<file path="src/rtl/regwb_arbiter.sv">
// Register-file write-port arbiter: pipeline writeback vs. buffered long-unit results, with busy scoreboard.
// Optional macro REGWB_STARVE_GUARD_EN forces a FIFO pop after repeated pipeline blocking.
package rysyPkg;
  localparam int REG_LEN = 32;
  localparam int REG_NUM = 32;
endpackage

module regwb_arbiter
  import rysyPkg::*;
#(
  parameter int ADDR_LEN   = 5,
  parameter int FIFO_DEPTH = 2
) (
  input  logic                clk,
  input  logic                rst_n,
  input  logic                pipe_wr,
  input  logic [ADDR_LEN-1:0] pipe_rd,
  input  logic [REG_LEN-1:0]  pipe_d,
  input  logic                issue_valid,
  input  logic [ADDR_LEN-1:0] issue_rd,
  input  logic                lu_valid,
  input  logic [ADDR_LEN-1:0] lu_rd,
  input  logic [REG_LEN-1:0]  lu_d,
  output logic                lu_ready,
  input  logic [ADDR_LEN-1:0] rs1,
  input  logic [ADDR_LEN-1:0] rs2,
  output logic                hazard,
  output logic                pipe_hold,
  output logic [ADDR_LEN-1:0] rd,
  output logic [REG_LEN-1:0]  rd_d,
  output logic                reg_wr
);

  localparam int PW = (FIFO_DEPTH > 1) ? $clog2(FIFO_DEPTH) : 1;
  localparam int CW = PW + 1;

  typedef enum logic [1:0] {SEL_PIPE, SEL_FIFO, FORCE} sel_e;

  sel_e                state_q, state_d;
  logic [ADDR_LEN-1:0] fifo_rd_q [FIFO_DEPTH];
  logic [REG_LEN-1:0]  fifo_dat_q [FIFO_DEPTH];
  logic [PW-1:0]       wr_ptr_q, rd_ptr_q;
  logic [CW-1:0]       count_q, count_d;
  logic                full, empty, push, pop, take_pipe, force_pop;
  logic [ADDR_LEN-1:0] rd_q;
  logic [REG_LEN-1:0]  rd_d_q;
  logic                reg_wr_q, from_fifo_q;
  logic [REG_NUM-1:0]  busy_q, busy_d;

  assign full     = (count_q == CW'(FIFO_DEPTH));
  assign empty    = (count_q == '0);
  assign lu_ready = !full;
  assign push     = lu_valid && !full;

`ifdef REGWB_STARVE_GUARD_EN
  logic [1:0] starve_q, starve_d;
  logic       hold_q;
  assign force_pop = (state_q == FORCE);
  assign pipe_hold = hold_q;
`else
  assign force_pop = 1'b0;
  assign pipe_hold = 1'b0;
`endif

  always_comb begin
    take_pipe = 1'b0;
    pop       = 1'b0;
    if (force_pop)   pop = !empty;
    else if (pipe_wr) take_pipe = 1'b1;
    else if (!empty)  pop = 1'b1;
    count_d = count_q + CW'(push) - CW'(pop);
  end

  always_comb begin
    state_d = state_q;
    case (state_q)
      SEL_PIPE: if (!pipe_wr && !empty) state_d = SEL_FIFO;
      SEL_FIFO: if (pipe_wr || count_d == '0) state_d = SEL_PIPE;
      FORCE:    state_d = SEL_PIPE;
      default:  state_d = SEL_PIPE;
    endcase
`ifdef REGWB_STARVE_GUARD_EN
    starve_d = starve_q;
    if (pop) starve_d = 2'd0;
    else if (pipe_wr && !empty && starve_q != 2'd3) starve_d = starve_q + 2'd1;
    if (starve_d == 2'd3 && state_q != FORCE) state_d = FORCE;
`endif
  end

  always_ff @(posedge clk or negedge rst_n) begin
    if (!rst_n) begin
      state_q  <= SEL_PIPE;
      wr_ptr_q <= '0;
      rd_ptr_q <= '0;
      count_q  <= '0;
    end else begin
      state_q  <= state_d;
      count_q  <= count_d;
      if (push) wr_ptr_q <= wr_ptr_q + PW'(1);
      if (pop)  rd_ptr_q <= rd_ptr_q + PW'(1);
    end
  end

`ifdef REGWB_STARVE_GUARD_EN
  always_ff @(posedge clk or negedge rst_n) begin
    if (!rst_n) begin
      starve_q <= 2'd0;
      hold_q   <= 1'b0;
    end else begin
      starve_q <= starve_d;
      hold_q   <= (state_d == FORCE);
    end
  end
`endif

  // Entry storage needs no reset: occupancy alone decides what is valid.
  always_ff @(posedge clk) begin
    if (push) begin
      fifo_rd_q[wr_ptr_q]  <= lu_rd;
      fifo_dat_q[wr_ptr_q] <= lu_d;
    end
  end

  always_ff @(posedge clk or negedge rst_n) begin
    if (!rst_n) begin
      rd_q        <= '0;
      rd_d_q      <= '0;
      reg_wr_q    <= 1'b0;
      from_fifo_q <= 1'b0;
    end else if (take_pipe) begin
      rd_q        <= pipe_rd;
      rd_d_q      <= pipe_d;
      reg_wr_q    <= (pipe_rd != '0);
      from_fifo_q <= 1'b0;
    end else if (pop) begin
      rd_q        <= fifo_rd_q[rd_ptr_q];
      rd_d_q      <= fifo_dat_q[rd_ptr_q];
      reg_wr_q    <= (fifo_rd_q[rd_ptr_q] != '0);
      from_fifo_q <= 1'b1;
    end else begin
      reg_wr_q    <= 1'b0;
      from_fifo_q <= 1'b0;
    end
  end

  // Clear is applied before set so a same-cycle reissue keeps the register busy.
  always_comb begin
    busy_d = busy_q;
    if (reg_wr_q && from_fifo_q) busy_d[rd_q] = 1'b0;
    if (issue_valid && issue_rd != '0) busy_d[issue_rd] = 1'b1;
    busy_d[0] = 1'b0;
  end

  always_ff @(posedge clk or negedge rst_n) begin
    if (!rst_n) busy_q <= '0;
    else        busy_q <= busy_d;
  end

  assign hazard = busy_q[rs1] | busy_q[rs2];
  assign rd     = rd_q;
  assign rd_d   = rd_d_q;
  assign reg_wr = reg_wr_q;

endmodule

</file>
<file path="config.mk">
export PLATFORM = sky130hd
export DESIGN_NAME = regwb_arbiter
export DESIGN_NICKNAME = d
export VERILOG_FILES = /design/src/rtl/regwb_arbiter.sv
export SDC_FILE = /design/constraint.sdc
export NUM_CORES = 1
export LEC_CHECK = 0
export BUFFER_PORTS_ARGS = -buffer_cell sky130_fd_sc_hd__clkbuf_2
export CORE_MARGIN = 8
export CORE_UTILIZATION = 50
export CTS_CLUSTER_DIAMETER = 50
export DETAILED_ROUTE_END_ITERATION = 10
export PLACE_DENSITY = 0.79
export SLEW_MARGIN = 20
export SYNTH_ARGS = -nofsm -noshare
export SYNTH_HDL_FRONTEND = slang
export SYNTH_SLANG_ARGS = --single-unit
export TNS_END_PERCENT = 50
</file>
<file path="constraint.sdc">
create_clock -name clk -period 3.01 [get_ports clk]
set_clock_uncertainty 0.1 [all_clocks]
set_input_delay 0.7525 -clock clk [delete_from_list [all_inputs] [get_ports clk]]
set_output_delay 0.7525 -clock clk [all_outputs]
set_load 0.02 [all_outputs]
</file>
==> metrics.txt <==
outcome finished, violations left; failing checks setup timing; Routability Congestion roughly 0.95; routed vias/inst ~5.7; Int Power 4.95 mW; combinational share of power 0.292; Starting Density 0.510; syn_area_per_cell 12.6 um^2; Cells after Synth between 500 and 600; row count just over 40; Fin Setup TNS -0.0148 ns; Post-synth EDFFs 74; Max Freq ~330 MHz; Initial DRC Count 324; RSZ-0062 raised after global routing yes; Top FF cell, synth edfxtp_1; area grow syn2layout 24.2%; Synth Register Bits between 100 and 150; Core ar. around 13,000 um^2; # DRC 0; overall global routing resource usage 0.195; clk buf depth 2; Data required, critical path 2.16 ns; Flop pwr share 0.432; Die Wd 129 um; Layout Nets 746; Net Sw Frac 0.341; hpwl dp 10,800 um; post-synth net total roughly 600; final core occ 0.633; worst-skew pair later-pin latency approximately 0.42 ns; Cell Count Post-Placement roughly 800; WP data arrival 2.17 ns; area of the multi-input gates 2200 um^2; worst vdd ir 0.525 mV; WHS ~0.26 ns; most frequent cells in the layout clkbuf_2 (126), o21ai_0 (101), edfxtp_1 (74), dfrtp_1 (73), nand2_1 (50); Synth async-reset ratio 0.500; kind of critical path in -> out; PortBufs 133; CP startpoint kind primary input; clk root buf clkbuf_16; Synth top area share 0.348; antenna cells 0; vias post-DR 4,722; clock power share 0.275; Sink Count roughly 150; largest net degree at the start of global routing 76; setup ws final -0.0148 ns; cts hold-fix bufs 0; HP Class in -> async; total CTS buffers 17; post-route insts no fill 835; TritonCTS clock tree done; Worst-Margin Slew 0.690 ns; power per cell area ~950 nW/um^2; layout cell share with drive strength beyond 1 0.315; Worst Setup SP rs1[0]; final number of max-transition violations 0; Worst setup EP type primary output; sequential fraction of the synthesis area 0.639; H-Tree Depth 4; Max Cap Viol 0; router iterations before antenna repair 5; die area 16,600 um^2; num ports 135; final setup violation count 1; fin crit share 1.00; Area contributors post-synth edfxtp_1 (35%), dfrtp_1 (29%), o21ai_0 (7.9%), mux2i_1 (6.0%), mux4_1 (3.3%); drt wl/cell roughly 19 um; DRT antenna net count 0; Synth Cell Area 6380 um^2; most common cell after layout, fill and taps aside clkbuf_2; Fill cells 989; Die Y 129 um; FF+latch area about 4000 um^2; Lkg Pwr 3.27 nW; CTS clk-pin slew, worst paths 0.06 ns; final wirelength 15,500 um; total gr overflow 0; Synth area leader edfxtp_1; final hold violations 0; initial antenna violation count 2; first-pass GRT wire length roughly 25,000 um; minimum clock period 3.02 ns; post-synth cell types 40; number of global-route vias before repair 5,114; Ys Warns 0; slew margin rel. 0.540; Critical Path Fanout Max 4; Sw Pwr 2.56 mW; worst r2r src rd_ptr_q
==> worst max-delay path, cell delays in order <==
cell      delay [ns]
clkbuf_8        0.12
mux4_2          0.48
nor3b_1         0.17
a31oi_1         0.16
a41o_2          0.21
nand3_1         0.10
clkbuf_8        0.18
==> layer usage <==
layer / GRT usage / up-vias / part of all wire
met5: 0 / - / 0.0017
met4: 0.0974 / 4 / 0.030
met3: 0.0699 / 53 / 0.081
met2: 0.318 / 216 / 0.49
met1: 0.224 / 2281 / 0.40
li1: - / 2168 / -
==> cell families after synthesis <==
family                   Yosys count  synth area share
adder cells (fa/ha/maj)            2           0.00392
other                              1          0.000588
flip-flops                       148             0.639
AO/OA/AOI/OAI                    144             0.118
buffers and inverters             27            0.0200
XOR/XNOR                           4           0.00549
multiplexers                      57             0.123
AND/OR/NAND/NOR                  124            0.0908
==> synth_stat cells (all sizes together) (2+ instances only) <==
library cell and n:
mux4 14, nand2 50, edfxtp 74, nand3 6, nand4b 2, nor3b 2, mux2 5, clkbuf 14
nor2 39, o211ai 2, nand3b 10, mux2i 38, o21ai 101, buf 11, a21oi 35, or3b 5
dfrtp 74, xnor2 3, or3 3, inv 2, ha 2, nand4 2
==> state kept, by name (all words and copies together), names as in the netlist <==
| signal | count |
|---|---|
| rd_ptr_q | 1 |
| fifo_dat_q | 64 |
| busy_q | 31 |
| count_q | 2 |
| from_fifo_q | 1 |
| reg_wr | 1 |
| wr_ptr_q | 1 |
| fifo_rd_q | 10 |
| rd | 5 |
| rd_d | 32 |
==> cell type report <==
type                       count  share of cell area
sequential                   148               0.514
multi-input combinational    332               0.277
timing repair buffer         149               0.107
clock buffer                  20              0.0576
tap                          172              0.0272
clock inverter                12              0.0159
inverter                       2            0.000947
==> path summary, 6_finish.rpt <==
check / endpoint / slack (ns) / depth (start not counted)
min: busy_q[27] / 0.26 / 1
max in group asynchronous: rd_d[15] / 1.84 / 2
min in group clk: fifo_dat_q[1][10] / 0.42 / 1
max reg2reg: rd_d[15] / 1.04 / 5
min reg2reg: wr_ptr_q / 0.45 / 1
max: hazard / -0.01 / 7
==> what timing repair did <==
| item | 4_1_cts | 5_1_grt |
|---|---|---|
| endpoints found under the setup margin | 1 | 1 |
| pin swaps | 2 | 3 |
| buffers inserted | 0 | 1 |
| gates resized for setup | 11 | 9 |
==> per-stage QoR <==
stage               setup slack, ns  total power, mW  area (um^2)
finish                      -0.0148             7.52         7920
global route                 -0.106             7.95         7920
global placement            -0.0623             5.32         7270
floorplan                    0.0630             4.63         6380
detailed placement          -0.0879             5.44         7270
CTS                          0.0159             7.54         7890
==> power groups by stage <==
stage	combinational, mW	clock (mW)	sequential, mW
floorplan	1.37	0	3.26
global placement	2.08	0	3.24
detailed placement	2.17	0	3.27
CTS	2.20	2.11	3.24
global route	2.45	2.19	3.31
finish	2.20	2.07	3.25
Note: power is estimated with default switching activity, not from simulation.
